<file path="src/rtl/axis_video_defs.sv">
// Shared video-stream definitions: crop FSM encodings and the bit layout of
// packed {tlast, tuser, tdata} stream words.
package axis_video_defs;

    typedef enum logic {
        WAIT_SOF = 1'b0,
        ACTIVE   = 1'b1
    } crop_state_e;

    // Sideband bits sit directly above the pixel in a packed stream word.
    function automatic int tuser_bit(input int pixel_width);
        return pixel_width;
    endfunction

    function automatic int tlast_bit(input int pixel_width);
        return pixel_width + 1;
    endfunction

endpackage

</file>
<file path="src/rtl/axis_out_reg.sv">
// Single-stage valid/ready output register: upstream may load whenever the
// register is empty or its current word is being taken downstream.
module axis_out_reg #(
    parameter int C_DATA_WIDTH = 10
) (
    input  logic                    f2s_aclk,
    input  logic                    resetn,
    input  logic                    load_valid,
    input  logic [C_DATA_WIDTH-1:0] load_data,
    output logic                    load_ready,
    output logic                    m_valid,
    output logic [C_DATA_WIDTH-1:0] m_data,
    input  logic                    m_ready
);

    assign load_ready = ~m_valid | m_ready;

    // NOTE: sequential state uses non-blocking assignments so every register
    // samples pre-edge values, independent of process ordering.
    always_ff @(posedge f2s_aclk) begin
        if (!resetn) begin
            m_valid <= 1'b0;
            m_data  <= '0;
        end else if (load_ready) begin
            m_valid <= load_valid;
            if (load_valid) begin
                m_data <= load_data;
            end
        end
    end

endmodule

</file>
<file path="src/rtl/axis_frame_crop.sv">
// AXI4-Stream video window extractor: passes only pixels inside a rectangle
// latched at SOF. Optional counters under AXIS_FRAME_CROP_STATS_EN.
module axis_frame_crop
    import axis_video_defs::*;
#(
    parameter int C_PIXEL_WIDTH = 8,
    parameter int C_IMG_WBITS   = 12,
    parameter int C_IMG_HBITS   = 12
) (
    input  logic                     f2s_aclk,
    input  logic                     resetn,
`ifdef AXIS_FRAME_CROP_STATS_EN
    output logic [15:0]              frame_cnt,
    output logic [15:0]              early_sof_cnt,
`endif
    input  logic [C_IMG_WBITS-1:0]   crop_left,
    input  logic [C_IMG_HBITS-1:0]   crop_top,
    input  logic [C_IMG_WBITS-1:0]   crop_width,
    input  logic [C_IMG_HBITS-1:0]   crop_height,
    input  logic                     s_axis_tvalid,
    input  logic [C_PIXEL_WIDTH-1:0] s_axis_tdata,
    input  logic                     s_axis_tuser,
    input  logic                     s_axis_tlast,
    output logic                     s_axis_tready,
    output logic                     m_axis_tvalid,
    output logic [C_PIXEL_WIDTH-1:0] m_axis_tdata,
    output logic                     m_axis_tuser,
    output logic                     m_axis_tlast,
    input  logic                     m_axis_tready
);

    localparam int PW     = C_PIXEL_WIDTH;
    localparam int WB     = C_IMG_WBITS;
    localparam int HB     = C_IMG_HBITS;
    localparam int USER_B = tuser_bit(PW);
    localparam int LAST_B = tlast_bit(PW);

    crop_state_e   state, state_nxt;
    logic [WB-1:0] col, left_q, width_q;
    logic [HB-1:0] row, top_q, height_q;

    logic          s_ready, accept, sof_in, in_frame, keep;
    logic [WB-1:0] col_e, left_e, width_e, col_adv;
    logic [HB-1:0] row_e, top_e, height_e, row_adv;
    logic [WB:0]   r_end;
    logic [HB:0]   b_end;
    logic [PW+1:0] load_word, m_word;

    assign s_axis_tready = s_ready;
    assign accept        = s_axis_tvalid & s_ready;
    assign sof_in        = accept & s_axis_tuser;
    assign in_frame      = (state == ACTIVE) | s_axis_tuser;

    // An SOF beat is pixel (0,0) of the new frame and already uses the new config.
    // NOTE: every always_comb output gets a default first so no path infers a latch.
    always_comb begin
        col_e    = col;
        row_e    = row;
        left_e   = left_q;
        top_e    = top_q;
        width_e  = width_q;
        height_e = height_q;
        if (s_axis_tuser) begin
            col_e    = '0;
            row_e    = '0;
            left_e   = crop_left;
            top_e    = crop_top;
            width_e  = crop_width;
            height_e = crop_height;
        end
    end

    assign r_end = {1'b0, left_e} + {1'b0, width_e};
    assign b_end = {1'b0, top_e} + {1'b0, height_e};
    assign keep  = accept & in_frame
                 & (col_e >= left_e) & ({1'b0, col_e} < r_end)
                 & (row_e >= top_e)  & ({1'b0, row_e} < b_end);

    always_comb begin
        load_word            = '0;
        load_word[PW-1:0]    = s_axis_tdata;
        load_word[USER_B]    = (col_e == left_e) & (row_e == top_e);
        load_word[LAST_B]    = ({1'b0, col_e} == r_end - (WB+1)'(1)) | s_axis_tlast;
    end

    // Row saturates so oversized input frames never wrap back into the window.
    always_comb begin
        col_adv = col_e + WB'(1);
        row_adv = row_e;
        if (s_axis_tlast) begin
            col_adv = '0;
            row_adv = (&row_e) ? row_e : row_e + HB'(1);
        end
    end

    always_comb begin
        state_nxt = state;
        if (sof_in) begin
            state_nxt = ACTIVE;
        end
    end

    always_ff @(posedge f2s_aclk) begin
        if (!resetn) begin
            state    <= WAIT_SOF;
            col      <= '0;
            row      <= '0;
            left_q   <= '0;
            top_q    <= '0;
            width_q  <= '0;
            height_q <= '0;
        end else begin
            state <= state_nxt;
            if (accept && in_frame) begin
                col <= col_adv;
                row <= row_adv;
            end
            if (sof_in) begin
                left_q   <= crop_left;
                top_q    <= crop_top;
                width_q  <= crop_width;
                height_q <= crop_height;
            end
        end
    end

    axis_out_reg #(.C_DATA_WIDTH(PW + 2)) u_out_reg (
        .f2s_aclk   (f2s_aclk),
        .resetn     (resetn),
        .load_valid (keep),
        .load_data  (load_word),
        .load_ready (s_ready),
        .m_valid    (m_axis_tvalid),
        .m_data     (m_word),
        .m_ready    (m_axis_tready)
    );

    assign m_axis_tdata = m_word[PW-1:0];
    assign m_axis_tuser = m_word[USER_B];
    assign m_axis_tlast = m_word[LAST_B];

`ifdef AXIS_FRAME_CROP_STATS_EN
    always_ff @(posedge f2s_aclk) begin
        if (!resetn) begin
            frame_cnt     <= '0;
            early_sof_cnt <= '0;
        end else begin
            if (m_axis_tvalid && m_axis_tready && m_axis_tuser) begin
                frame_cnt <= frame_cnt + 16'd1;
            end
            if (sof_in && state == ACTIVE && early_sof_cnt != 16'hFFFF) begin
                early_sof_cnt <= early_sof_cnt + 16'd1;
            end
        end
    end
`endif

endmodule
</file>
<file path="config.mk">
export PLATFORM = sky130hd
export DESIGN_NAME = axis_frame_crop
export DESIGN_NICKNAME = d
export VERILOG_FILES = /design/src/rtl/axis_video_defs.sv /design/src/rtl/axis_out_reg.sv /design/src/rtl/axis_frame_crop.sv
export SDC_FILE = /design/constraint.sdc
export NUM_CORES = 1
export LEC_CHECK = 0
export ABC_AREA = 1
export BUFFER_PORTS_ARGS = -buffer_cell sky130_fd_sc_hd__buf_2
export CAP_MARGIN = 20
export CORE_ASPECT_RATIO = 0.75
export CORE_MARGIN = 2
export CORE_UTILIZATION = 65
export DETAILED_ROUTE_END_ITERATION = 7
export PLACE_DENSITY = 0.87
export SETUP_SLACK_MARGIN = 0.02
export SLEW_MARGIN = 30
export SYNTH_ARGS = -nofsm -noshare
export SYNTH_HDL_FRONTEND = slang
export SYNTH_SLANG_ARGS = --single-unit
</file>
<file path="constraint.sdc">
create_clock -name f2s_aclk -period 9.2 [get_ports f2s_aclk]
set_input_delay 0 -clock f2s_aclk [delete_from_list [all_inputs] [get_ports f2s_aclk]]
set_output_delay 0 -clock f2s_aclk [all_outputs]
set_load 0.005 [all_outputs]
</file>
## After elaboration in Yosys (flattened, before gate mapping)

Index checks and enable logic that the tools add are counted.
W data, S select, Z words.

- Bits in latches: 0
- Register bits: 84
- Bits in read-only memories: 0
- Logic and storage cells: 45
- Memories kept: 0
- Bits of input ports: 62
- Output and inout bits: 12
- Bits in writable memories: 0

- Div/mod/pow operators: 0
- $add $sub $neg: 5
- Order comparisons: 4
- Multipliers: 0
- Reduce and logical (&&, ||, !) cells: 3
- Multiplexer cells: 9
- Shift operators: 0
- Bitwise logic cells: 12
- Equal/unequal tests: 3

Operator list:

| cell | number |
|---|---|
| $mux W12 | 9 |
| $add A12 B12 Y13 | 2 |
| $lt A12 B13 Y1 | 2 |
| $add A12 B1 Y12 const B | 2 |
| $eq A12 B12 Y1 | 2 |
| $ge A12 B12 Y1 | 2 |
| $eq A12 B13 Y1 | 1 |
| $sub A13 B1 Y13 const B | 1 |
| $reduce_and A12 Y1 | 1 |
| $and A1 B1 Y1 | 8 |
| $or A1 B1 Y1 | 3 |
| $reduce_and A2 Y1 | 1 |
| $logic_and A1 B1 Y1 | 1 |
| $not A1 Y1 | 1 |

## Longest topological paths before layout

Gate-level depths: netlist of run 1.

- Depth in word-level cells: 9
- Depth in mapped cells: 30
- Mapped depth without buffers: 27

## Hierarchy

From an unflattened synthesis of run 1, not the netlist that was laid out.

- Cell total of the unflattened synthesis: 1,109
- Area total of the unflattened synthesis: 7,056.8 sq um

Modules (own cells, without submodules):

| module | area each (sq um) | sequential area each (sq um) | cells each | times used |
|---|---|---|---|---|
| axis_frame_crop | 6,556.3 | 1,461.4 | 1,039 | 1 |
| axis_out_reg | 500.5 | 220.2 | 70 | 1 |

## Worst setup path before layout of run 1

OpenSTA, ideal clock, no wires.

- Kind: input -> register
- From: input s_axis_tuser
- To: register u_out_reg.m_data[8]
- Cell stages on the path: 26
- Slack: 5.412 ns
- Arrival time: 3.674 ns
- Data required time: 9.085 ns
- Library setup time: 0.115 ns
- Buffers on the path: 5
- Cells stage by stage: buf_2 > clkbuf_1 > clkbuf_1 > clkbuf_1 > o21ai_0 > ha_1 > fa_1 > nand3_1 > nand2_1 > nand2_1 > nand2_1 > nand2_1 > nand2_2 > ha_1 > nand2_1 > inv_1 > nor3_1 > nand2_1 > a21oi_1 > nand2_1 > nand2_1 > nand2_1 > nand2_1 > nand3_2 > buf_2 > o21a_1

- Word-level cells in the longest chain between the ends: 7
- Elaborated cells between the ends (all ways): 22
- Those cells by class: add/sub: 2; order compare: 4; eq/ne: 2; mux: 6; bitwise: 7; reduce/logical: 1

Ends and longest elaborated chain:

| item | line | text |
|---|---|---|
| start: declaration | axis_frame_crop.sv:22 | `input logic s_axis_tuser,` |
| $mux W12 / $or A1 B1 Y1 (equally long branches) | axis_frame_crop.sv:63, axis_frame_crop.sv:52 |  |
| $add A12 B12 Y13 (tied with other cells) | axis_frame_crop.sv:73 | `assign r_end = {1'b0, left_e} + {1'b0, width_e};` |
| $lt A12 B13 Y1 / $and A1 B1 Y1 (equally long branches) | axis_frame_crop.sv:76 | `& (col_e >= left_e) & ({1'b0, col_e} < r_end)` |
| $and A1 B1 Y1 | axis_frame_crop.sv:76 |  |
| $and A1 B1 Y1 (2 in a row) | axis_frame_crop.sv:77 | `& (row_e >= top_e) & ({1'b0, row_e} < b_end);` |
| $reduce_and A2 Y1 (no source line) | -- |  |
| end signal: assignment | axis_out_reg.sv:27 | `m_data <= load_data;` |
| end: declaration | axis_out_reg.sv:12 | `output logic [C_DATA_WIDTH-1:0] m_data,` |

Parallel ways exist; a longest one is shown, timed or not.
A chain may end at the register's enable or synchronous reset.

## Worst setup path in the final report of run 1

- From: input s_axis_tuser
- To: register u_out_reg.m_data[0]

- Word-level cells in the longest chain between the ends: 7
- Elaborated cells between the ends (all ways): 19
- Those cells by class: add/sub: 2; order compare: 4; mux: 6; bitwise: 6; reduce/logical: 1

Ends and longest elaborated chain:

| item | line |
|---|---|
| $mux W12 / $or A1 B1 Y1 (equally long branches) | axis_frame_crop.sv:63, axis_frame_crop.sv:52 |
| $add A12 B12 Y13 (tied with other cells) | axis_frame_crop.sv:73 |
| $lt A12 B13 Y1 / $and A1 B1 Y1 (equally long branches) | axis_frame_crop.sv:76 |
| $and A1 B1 Y1 | axis_frame_crop.sv:76 |
| $and A1 B1 Y1 | axis_frame_crop.sv:77 |
| $and A1 B1 Y1 * | axis_frame_crop.sv:77 |
| $reduce_and A2 Y1 (no source line) * | -- |

Mark *: on every way between the ends. The rest lies on a longest branch, timed or not.

==> impl_metrics.py, run 1 <==
metrics = {
    "yosys": {
        "synth.distinct_cells": 45,
        "synth-compound-area-share": 0.179,
        "synth_xor_area_frac": 0.0265,
        "syn_area_um2": 6930,
        "syn_nets": 1209,
        "syn_avg_cell_area_um2": 6.47,
        "synth_top_area_share": 0.243,
        "ys_warn_count": 0,
        "synth_fa_ha_area_frac": 0.138,
        "synth_edf_count": 0,
        "synth.largest_area_cell": "dfxtp_1",
        "synth_simple_gate_area_frac": 0.303,
        "synth_seq_area_share": 0.243,
        "synth_area_leaders": "dfxtp_1 24%, ha_1 13%, nand2_1 12%",
        "async_reset_ff_frac": 0,
        "synth_mux_area_frac": 0,
        "netlist_instances": 1072,
        "synth_top_family_by_area": "simple AND/OR/NAND/NOR gates",
        "ys_ff_latch": 84,
        "synth_ff_type": "dfxtp_1",
    },
    "routing": {
        "drt_iter0_drc": 823,
        "drt_pass1_iterations": 5,
        "ant_nets": 0,
        "wire_per_inst_um": 14.9,
        "vias": 7441,
        "drcViolationCount": 0,
        "vias_per_cell": 5.64,
        "drt_wl_total_mm": 19.7,
    },
    "critical_path": {
        "cp-startpoint": "s_axis_tuser",
        "crit_end": "u_out_reg.m_data[0]",
        "worstSetupPathType": "in -> reg",
        "worstSetupStartpointType": "input pin",
        "arrival_ns": 4.66,
        "worstPathMaxFanout": 29,
        "crit_required_ns": 9.41,
        "ff2ff_setup_slack_ns": 5.23,
        "r2r_cells": 22,
        "end_kind": "flop",
        "r2r-start": "left_q[1]",
        "worst_r2r_endpoint": "u_out_reg.m_data[0]",
    },
    "place": {
        "placed_area_um2": 7340,
        "dp.cells": 1249,
        "gp_congestion": 0.953,
        "portBuffers": 73,
        "pre_cts_ws_ns": 4.66,
        "hpwl_mm": 13.4,
    },
    "sta": {
        "fmax_ghz": 0.225,
        "rsz0062_at_grt": "false",
        "hold_viol": 0,
        "setup_viol": 0,
        "fin_ws_ns": 4.75,
        "fin_crit_sh": 0.484,
        "finClkSkew_ns": 0.00672,
        "tns_ns": 0,
        "worst_slew_pin_slew_ns": 0.849,
        "post-route-min-period_ns": 4.45,
        "max_slew_margin": 0.433,
        "finalMaxSlewViolations": 0,
    },
    "global_route": {
        "grt_max_degree": 80,
        "grt_pass1_vias": 6822,
        "overflow": 0,
        "grt_pass1_wl_mm": 31.8,
        "grtUsageTotal": 0.346,
        "grt_antenna_before_repair": 0,
    },
    "die": {
        "initial_core_util": 0.671,
        "io_pins": 74,
        "coreArea_um2": 10300,
        "rows": 32,
        "die_w_um": 123,
        "dieArea_um2": 11500,
        "die_height_um": 93.4,
    },
    "clock_network": {
        "clk_pin_slew_ns": 0.06,
        "cts_buffers": 9,
        "cts.sinks": 84,
        "h-tree-depth": 3,
        "clock_path_buffers": 2,
        "cts_tree": "built",
        "clock_latency_ns": 0.34,
        "cts_resized": 0,
        "cts-root-buf": "clkbuf_16",
    },
    "flow_run": {
        "maxCapViolations": 0,
    },
    "hold_path": {
        "hp-start": "crop_width[10]",
        "min_path_type": "in -> reg",
    },
    "power_and_ir_drop": {
        "ir_drop_mv": 0.109,
        "power.total_w": 0.00115,
        "powerDensity_nw_per_um2": 140,
        "p_leak_nw": 3.89,
    },
    "finish": {
        "drive_gt1_frac": 0.135,
        "layout.nets": 1316,
        "final_cell_area_um2": 8240,
        "antennaDiodeCount": 0,
        "synthToLayoutAreaGrowth_pct": 18.9,
        "instances_no_fill": 1320,
        "fill_cells": 735,
    },
    "run_status": {
        "status": "finished clean",
    },
}
==> sequential cells by signal, summed over array words and instances, names as in the netlist <==
register / count
u_out_reg.m_data: 10
top_q: 12
col: 12
width_q: 12
height_q: 12
row: 12
state: 1
u_out_reg.m_valid: 1
left_q: 12
==> through the flow <==
| step | util | hold slack [ns] |
|---|---|---|
| after floorplan | - | 0.102 |
| after global placement | 0.711 | 0.265 |
| after detailed placement | 0.711 | 0.268 |
| after CTS | 0.798 | 0.00734 |
| after global routing | 0.798 | 0.0464 |
| final | 0.798 | 0.00899 |
==> cell usage after synthesis, types with 4 or more instances <==
cell      number
nand3_2        9
nand4_1       16
o21ai_1        8
nor2_1        74
nor3b_1        4
dfxtp_1       84
nor3_1        18
nand3b_1       4
nand2_2       11
clkbuf_1      30
inv_1        160
xor2_1        18
inv_2          4
a21oi_1      110
nand3_1       48
nand2_1      226
a21oi_2        4
or2_2         24
nor2_2         9
o21ai_0       97
ha_1          73
==> layout by cell type (no fill, tap or decap), drive strengths merged, types with 3 or more instances in the layout <==
cell type    count
nand3           57
nor3            19
nor3b            4
a21oi          114
o21ai          105
a31oi            3
nor4             4
inv            165
ha              73
bufinv           3
xnor2            3
dlygate4sd3     55
xor2            18
nand3b           4
nor2            84
nand4           16
or2             26
nand2          240
o211ai           3
dfxtp           84
a21o             3
clkbuf          11
buf             77
==> layout make-up <==
| class | count | area (µm²) | share of cell area |
|---|---|---|---|
| clock buffer | 11 | 243 | 0.0294 |
| clock inverter | 5 | 108 | 0.0131 |
| inverter | 164 | 616 | 0.0747 |
| multi-input combinational | 788 | 4480 | 0.543 |
| sequential | 84 | 1680 | 0.204 |
| tap | 136 | 170 | 0.0206 |
| timing repair buffer | 132 | 946 | 0.115 |
==> critical path, cell delays in order <==
cell,delay [ns]
buf_2,0.37
inv_1,0.51
or2_2,0.43
o21ai_0,0.11
inv_1,0.08
ha_1,0.35
a21oi_1,0.16
nand2_1,0.12
nand2_1,0.09
o211ai_1,0.12
a21o_1,0.22
a21oi_1,0.21
o21ai_0,0.13
a21oi_1,0.19
xor2_1,0.17
ha_1,0.27
nand3b_1,0.09
nand3_1,0.07
nor2_1,0.12
nand3_2,0.36
o21ai_0,0.36
a21oi_1,0.08
==> power breakdown <==
part | total (W) | internal (W) | switching, W
Combinational | 0.000337 | 0.000126 | 0.000212
Clock | 0.000431 | 0.000274 | 0.000156
Sequential | 0.000382 | 0.000377 | 0.00000510
==> timing repair <==
action / CTS / global route
hold buffers: 55 / 0
hold endpoints to repair: 55 / 0
setup buffers: 0 / 0
==> kinds of logic (layout without fill, tap and decap cells) <==
logic type | Yosys count | count (layout)
xor gates and xnor gates | 21 | 21
AOI/OAI and AO/OA | 236 | 236
adders and majority gates | 75 | 75
buffers and inverters | 200 | 312
and+or+nand+nor | 456 | 456
DFF | 84 | 84
==> worst min path at each step <==
stage | endpoint | cells past startpoint | slack, ns
after detailed placement | u_out_reg.m_data[3] | 3 | 0.27
after global routing | width_q[10] | 3 | 0.05
after global placement | top_q[9] | 3 | 0.26
after floorplan | s_axis_tready | 2 | 0.10
final | width_q[10] | 3 | 0.009
after CTS | width_q[8] | 3 | 0.007
==> routing by layer <==
| metal | track usage | vias up | wire length, µm |
|---|---|---|---|
| met5 | 0 | - | 0 |
| met4 | 0.0739 | 0 | 269 |
| met1 | 0.492 | 3341 | 9020 |
| met3 | 0.0677 | 31 | 2000 |
| li1 | - | 3714 | - |
| met2 | 0.541 | 355 | 8360 |
Power figures use the tool's default switching activity.
==> inputs of run 2 (changes only) <==
Settings changed: CORE_UTILIZATION 65 to 55, PLACE_DENSITY 0.87 to 0.78.
Clock period 9.2 ns to 4 ns, I/O delays scaled along.
==> run 2 against run 1 <==
  * Utilization down 12 points
  * First-iteration DRC count fell by 27%
  * Cell count is 3.0% higher
  * Largest cell class unchanged
==> impl_metrics.py, run 2 (synthesis results as in run 1) <==
metrics = {
    "run_status": {
        "status": "finished clean",
    },
    "power_and_ir_drop": {
        "swShare": 0.347,
        "power_switching_w": 0.000889,
        "clock_power_share": 0.347,
        "powerDensity_nw_per_um2": 306,
        "pwr-share-comb": 0.311,
        "p_leak_nw": 3.91,
        "p_seq_frac": 0.343,
        "cell_internal_pwr_w": 0.00167,
        "ir_drop_mv": 0.227,
    },
    "place": {
        "portBuffers": 73,
        "gp_congestion": 0.970,
        "pre_cts_ws_ns": -0.0676,
        "hpwl_mm": 14.3,
    },
    "clock_network": {
        "h-tree-depth": 3,
        "clock_path_buffers": 2,
        "cts.sinks": 84,
        "cts-root-buf": "clkbuf_16",
        "cts_tree": "built",
        "clock_latency_ns": 0.35,
        "cts_buffers": 9,
        "clk_pin_slew_ns": 0.07,
    },
    "sta": {
        "hold_viol": 0,
        "post-route-min-period_ns": 3.78,
        "worst_slew_pin_slew_ns": 0.866,
        "fin_ws_ns": 0.219,
        "max_slew_margin": 0.422,
        "setup_viol": 0,
        "fmax_ghz": 0.265,
        "rsz0062_at_grt": "true",
        "finClkSkew_ns": 0.00856,
        "fin_crit_sh": 0.945,
        "finalMaxSlewViolations": 0,
    },
    "routing": {
        "vias": 7333,
        "drt_iter0_drc": 603,
        "ant_nets": 0,
        "vias_per_cell": 5.39,
        "wire_per_inst_um": 14.9,
        "drcViolationCount": 0,
        "drt_wl_total_mm": 20.3,
        "drt_pass1_iterations": 6,
    },
    "critical_path": {
        "crit_required_ns": 4.23,
        "worstSetupPathType": "in -> reg",
        "worstSetupStartpointType": "input pin",
        "arrival_ns": 4.01,
        "worstPathMaxFanout": 11,
        "end_kind": "flop",
    },
    "finish": {
        "drive_gt1_frac": 0.148,
        "final_common_cell": "nand2_1",
        "synthToLayoutAreaGrowth_pct": 20.7,
        "layout.nets": 1326,
        "antennaDiodeCount": 0,
        "final_core_util": 0.680,
        "most-common-layout-cells": "225 x nand2_1, 159 x inv_1, 110 x a21oi_1",
        "fill_cells": 1070,
    },
    "die": {
        "dieArea_um2": 13500,
        "die_w_um": 134,
        "initial_core_util": 0.563,
        "io_pins": 74,
        "coreArea_um2": 12300,
        "rows": 35,
        "die_height_um": 101,
    },
    "global_route": {
        "grt_max_degree": 64,
        "grt_pass1_wl_mm": 32.1,
        "grt_pass1_vias": 6548,
        "grt_antenna_before_repair": 0,
        "overflow": 0,
        "grtUsageTotal": 0.296,
    },
    "flow_run": {
        "maxCapViolations": 0,
    },
    "hold_path": {
        "min_path_type": "in -> reg",
    },
}
-- run 2: path summary, 6_finish.rpt --
check	start	to	slack, ns	cells past startpoint
worst max-delay path	crop_top[2]	u_out_reg.m_data[0]	0.22	22
worst min-delay path	crop_left[0]	left_q[0]	0.004	3
worst max register to register	top_q[0]	u_out_reg.m_data[0]	0.27	20
worst min register to register	u_out_reg.m_data[5]	u_out_reg.m_data[5]	0.44	2
-- run 2: critical path, stage by stage --
cell,delay (ns)
dlygate4sd3_1,0.52
buf_2,0.13
or2_2,0.28
o21ai_0,0.11
inv_1,0.09
ha_1,0.36
a21oi_1,0.16
nand2_1,0.11
nand2_1,0.08
o211ai_1,0.14
a21o_1,0.20
a21oi_1,0.19
o21ai_0,0.12
a21oi_1,0.18
xor2_1,0.18
ha_1,0.29
nand4_1,0.11
nand3_1,0.13
nor2_4,0.20
nand3_4,0.17
o21ai_0,0.20
a21oi_1,0.06
-- run 2: area by class of cell --
class / count / area, µm² / share of cell area
timing repair buffer: 141 / 1020 / 0.122
inverter: 164 / 621 / 0.0742
sequential: 84 / 1680 / 0.201
tap: 166 / 208 / 0.0248
clock inverter: 6 / 71.3 / 0.00853
clock buffer: 10 / 239 / 0.0286
multi-input combinational: 789 / 4520 / 0.540
-- run 2: timing repair --
item                                    4_1_cts  5_1_grt
resized for setup                             0        9
setup buffers                                 0        2
endpoints found under the hold margin        53        0
endpoints found under the setup margin        0       11
hold buffers                                 53        0
-- run 2: layer usage --
| layer | GRT usage | vias up | routed length, µm |
|---|---|---|---|
| met5 | 0 | - | 0 |
| met4 | 0.0524 | 0 | 186 |
| li1 | - | 3741 | - |
| met2 | 0.458 | 288 | 8380 |
| met1 | 0.423 | 3281 | 9850 |
| met3 | 0.0776 | 23 | 1840 |
-- run 2: stage by stage --
step / power (W) / instances / area [µm²] / hold WS [ns] / setup TNS (ns)
6_report: 0.00256 / 1360 / 8360 / 0.00363 / 0
5_1_grt: 0.00270 / 1360 / 8360 / 0.0164 / -0.259
4_1_cts: 0.00254 / 1357 / 8300 / 0.0119 / 0
3_5_place_dp: 0.00162 / 1288 / 7460 / 0.268 / -0.380
3_3_place_gp: 0.00160 / 1288 / 7460 / 0.268 / 0
2_1_floorplan: 0.00144 / 1072 / 6930 / 0.102 / 0
-- run 2: power groups by stage --
stage,Clock (W),Combinational (W),Sequential (W)
global placement,0,0.000708,0.000896
detailed placement,0,0.000720,0.000896
finish,0.000888,0.000796,0.000878
global route,0.000931,0.000889,0.000880
floorplan,0,0.000543,0.000894
CTS,0.000896,0.000768,0.000877
==> inputs of run 3 (changes only) <==
Settings changed: SYNTH_HIERARCHICAL from default to 1.
==> run 3 against run 2 <==
  * Via count rose by 0.59%
  * Clock-buffer cell count did not move
  * Die area rose by 1.7%
  * Clock power fell by 9.0%
  * First-iteration DRC count rose by 22%
  * Utilization fell by 0.19 points
  * Total power fell by 2.8%
  * Worst hold slack improved by 0.015 ns
  * Flip-flop and latch count did not move
  * Cell count rose by 2.4%
  * Critical path type unchanged
  * Critical endpoint is now u_out_reg/m_data[4]
  * Largest cell class unchanged
  * Highest routed layer unchanged
==> impl_metrics.py, run 3 <==
metrics = {
    "run_status": {
        "status": "finished clean",
    },
    "critical_path": {
        "arrival_ns": 4.00,
        "ff2ff_setup_slack_ns": 0.37,
        "worstPathMaxFanout": 10,
        "worst_r2r_endpoint": "u_out_reg/m_data[4]",
        "slowest_stage": "dlygate4sd3_1",
        "r2r-start": "top_q[6]",
        "crit_top_cell": "a21oi_1",
        "worstSetupStartpointType": "input pin",
        "worstSetupPathType": "in -> reg",
        "crit_chain": "dlygate4sd3_1, buf_2, or2_2, o21ai_0, inv_1, ha_1, a21oi_1, o21ai_0, a21oi_1, xor2_1, ha_1, inv_1, o31ai_1, a21oi_1, o21ai_0, a21oi_1, nor2_1, nor2_4, buf_2, a21oi_1, nor2_1",
        "end_kind": "flop",
        "r2r_cells": 18,
        "crit_required_ns": 4.24,
        "slowest_delay_ns": 0.54,
    },
    "clock_network": {
        "cts_tree": "built",
        "h-tree-depth": 3,
        "cts.sinks": 84,
        "cts-root-buf": "clkbuf_16",
        "cts_buffers": 9,
        "clock_path_buffers": 2,
        "clk_pin_slew_ns": 0.06,
        "clock_latency_ns": 0.35,
    },
    "yosys": {
        "syn_area_um2": 7060,
        "ys_warn_count": 6,
        "synth_area_leaders": "dfxtp_1 24%, nand2_1 14%, ha_1 13%",
        "syn_nets": 1246,
        "synth.largest_area_cell": "dfxtp_1",
        "netlist_instances": 1109,
        "ys_ff_latch": 84,
        "syn_avg_cell_area_um2": 6.36,
        "synth_seq_area_share": 0.238,
        "synth.most_common_cell": "nand2_1",
        "async_reset_ff_frac": 0,
        "synth_edf_count": 0,
        "synth_common_cells": "269 x nand2_1, 158 x inv_1, 115 x a21oi_1, 89 x o21ai_0, 84 x dfxtp_1",
        "synth_ff_type": "dfxtp_1",
        "synth_top_area_share": 0.238,
        "synth.distinct_cells": 46,
    },
    "hold_path": {
        "min_path_type": "in -> reg",
        "min_to": "u_out_reg/m_data[4]",
        "holdPathStages": 5,
        "hp-start": "s_axis_tdata[4]",
    },
    "place": {
        "pre_cts_ws_ns": 0.285,
        "gp_congestion": 0.918,
        "hpwl_mm": 14.1,
        "placed_area_um2": 7530,
        "portBuffers": 73,
    },
    "sta": {
        "worst_slew_pin_slew_ns": 0.864,
        "setup_viol": 0,
        "fin_crit_sh": 0.942,
        "finalMaxSlewViolations": 0,
        "rsz0062_at_grt": "false",
        "post-route-min-period_ns": 3.77,
        "fmax_ghz": 0.266,
        "max_slew_margin": 0.424,
        "hold_viol": 0,
        "tns_ns": 0,
        "fin_ws_ns": 0.234,
        "finClkSkew_ns": 0.00908,
    },
    "finish": {
        "layout.nets": 1358,
        "final_cell_area_um2": 8400,
        "antennaDiodeCount": 0,
        "final_core_util": 0.678,
        "most-common-layout-cells": "269 x nand2_1, 157 x inv_1, 115 x a21oi_1",
        "fill_cells": 1072,
        "final_common_cell": "nand2_1",
        "drive_gt1_frac": 0.139,
        "synthToLayoutAreaGrowth_pct": 19.0,
    },
    "power_and_ir_drop": {
        "power.total_w": 0.00249,
        "p_leak_nw": 4.06,
        "powerDensity_nw_per_um2": 297,
        "ir_drop_mv": 0.201,
    },
    "die": {
        "coreArea_um2": 12400,
        "die_height_um": 102,
        "io_pins": 74,
        "dieArea_um2": 13800,
        "initial_core_util": 0.569,
        "rows": 35,
        "die_w_um": 135,
    },
    "routing": {
        "vias_per_cell": 5.30,
        "ant_nets": 0,
        "drcViolationCount": 0,
        "drt_pass1_iterations": 8,
        "drt_iter0_drc": 738,
        "drt_wl_total_mm": 19.5,
        "vias": 7376,
        "wire_per_inst_um": 14.0,
    },
    "global_route": {
        "grt_max_degree": 95,
        "grt_pass1_wl_mm": 31.4,
        "grtUsageTotal": 0.285,
        "grt_pass1_vias": 6492,
        "overflow": 0,
        "grt_antenna_before_repair": 0,
    },
    "flow_run": {
        "maxCapViolations": 0,
    },
}
[run 3: cell count changes after synthesis, moves of 4 or more]
cell and delta:
nand2_1 +43, clkbuf_1 -4, nor3_1 -7, nand3_1 +17, o21ai_1 -7, inv_2 +4, nand4_1 -6, nand3_2 -4
o21ai_0 -8, nor2_1 +7, a21oi_1 +5
[run 3: worst max path at each step]
stage,cells after the start,from,slack [ns],to
finish,21,crop_top[6],0.23,u_out_reg/m_data[4]
global route,28,crop_left[1],0.02,u_out_reg/m_data[8]
CTS,24,crop_top[1],0.31,u_out_reg/m_data[4]
detailed placement,25,s_axis_tuser,0.29,u_out_reg/m_data[4]
global placement,29,s_axis_tuser,0.36,u_out_reg/m_data[9]
floorplan,26,s_axis_tuser,0.53,u_out_reg/m_data[9]
[run 3: timing repair]
| action | CTS | global route |
|---|---|---|
| setup endpoints to repair | 0 | 11 |
| gates resized for setup | 0 | 12 |
| buffers inserted | 0 | 1 |
| hold endpoints to repair | 54 | 0 |
| hold buffers | 54 | 0 |
[run 3: cell type report]
type | count | area, µm² | share of cell area
Clock buffer | 10 | 229 | 0.0273
Clock inverter | 6 | 50.0 | 0.00596
Timing Repair Buffer | 138 | 1000 | 0.119
Inverter | 168 | 632 | 0.0752
Tap cell | 166 | 208 | 0.0247
Multi-Input combinational cell | 820 | 4600 | 0.547
Sequential cell | 84 | 1680 | 0.200
[run 3: metrics by stage]
stage / std cells / hold slack [ns]
after floorplan: 1109 / 0.138
after global placement: 1320 / 0.265
after detailed placement: 1320 / 0.270
after CTS: 1390 / 0.00281
after global routing: 1392 / 0.0303
final: 1392 / 0.0185
[run 3: metal layers]
metal | GRT usage | share of wire | routed length [µm] | up-vias
met1 | 0.424 | 0.51 | 9890 | 3291
li1 | - | - | - | 3817
met4 | 0.0745 | 0.013 | 258 | 0
met2 | 0.420 | 0.41 | 7950 | 245
met5 | 0 | 0 | 0 | -
met3 | 0.0556 | 0.074 | 1440 | 23
[run 3: logic make-up (layout without fill, tap and decap cells)]
| group | after synthesis | in the layout | share of synthesized area |
|---|---|---|---|
| AO/OA/AOI/OAI | 226 | 226 | 0.169 |
| AND/OR/NAND/NOR | 496 | 496 | 0.312 |
| flip-flops | 84 | 84 | 0.238 |
| adder cells (fa/ha/maj) | 75 | 75 | 0.135 |
| buffers and inverters | 205 | 322 | 0.115 |
| XOR/XNOR | 23 | 23 | 0.0307 |
[run 3: where the power goes]
part	switching (W)	internal (W)	leakage [nW]
clock	0.000380	0.000428	0.135
combinational	0.000500	0.000305	3.24
sequential	0.0000113	0.000868	0.685
total	0.000891	0.00160	4.06
[run 3: worst max-delay path, delay by kind of cell]
family,cells,cell delay [ns]
AOI/OAI and AO/OA,9,1.57
xor gates and xnor gates,1,0.11
adders and majority gates,2,0.65
and+or+nand+nor,4,0.64
buffers and inverters,5,1.03
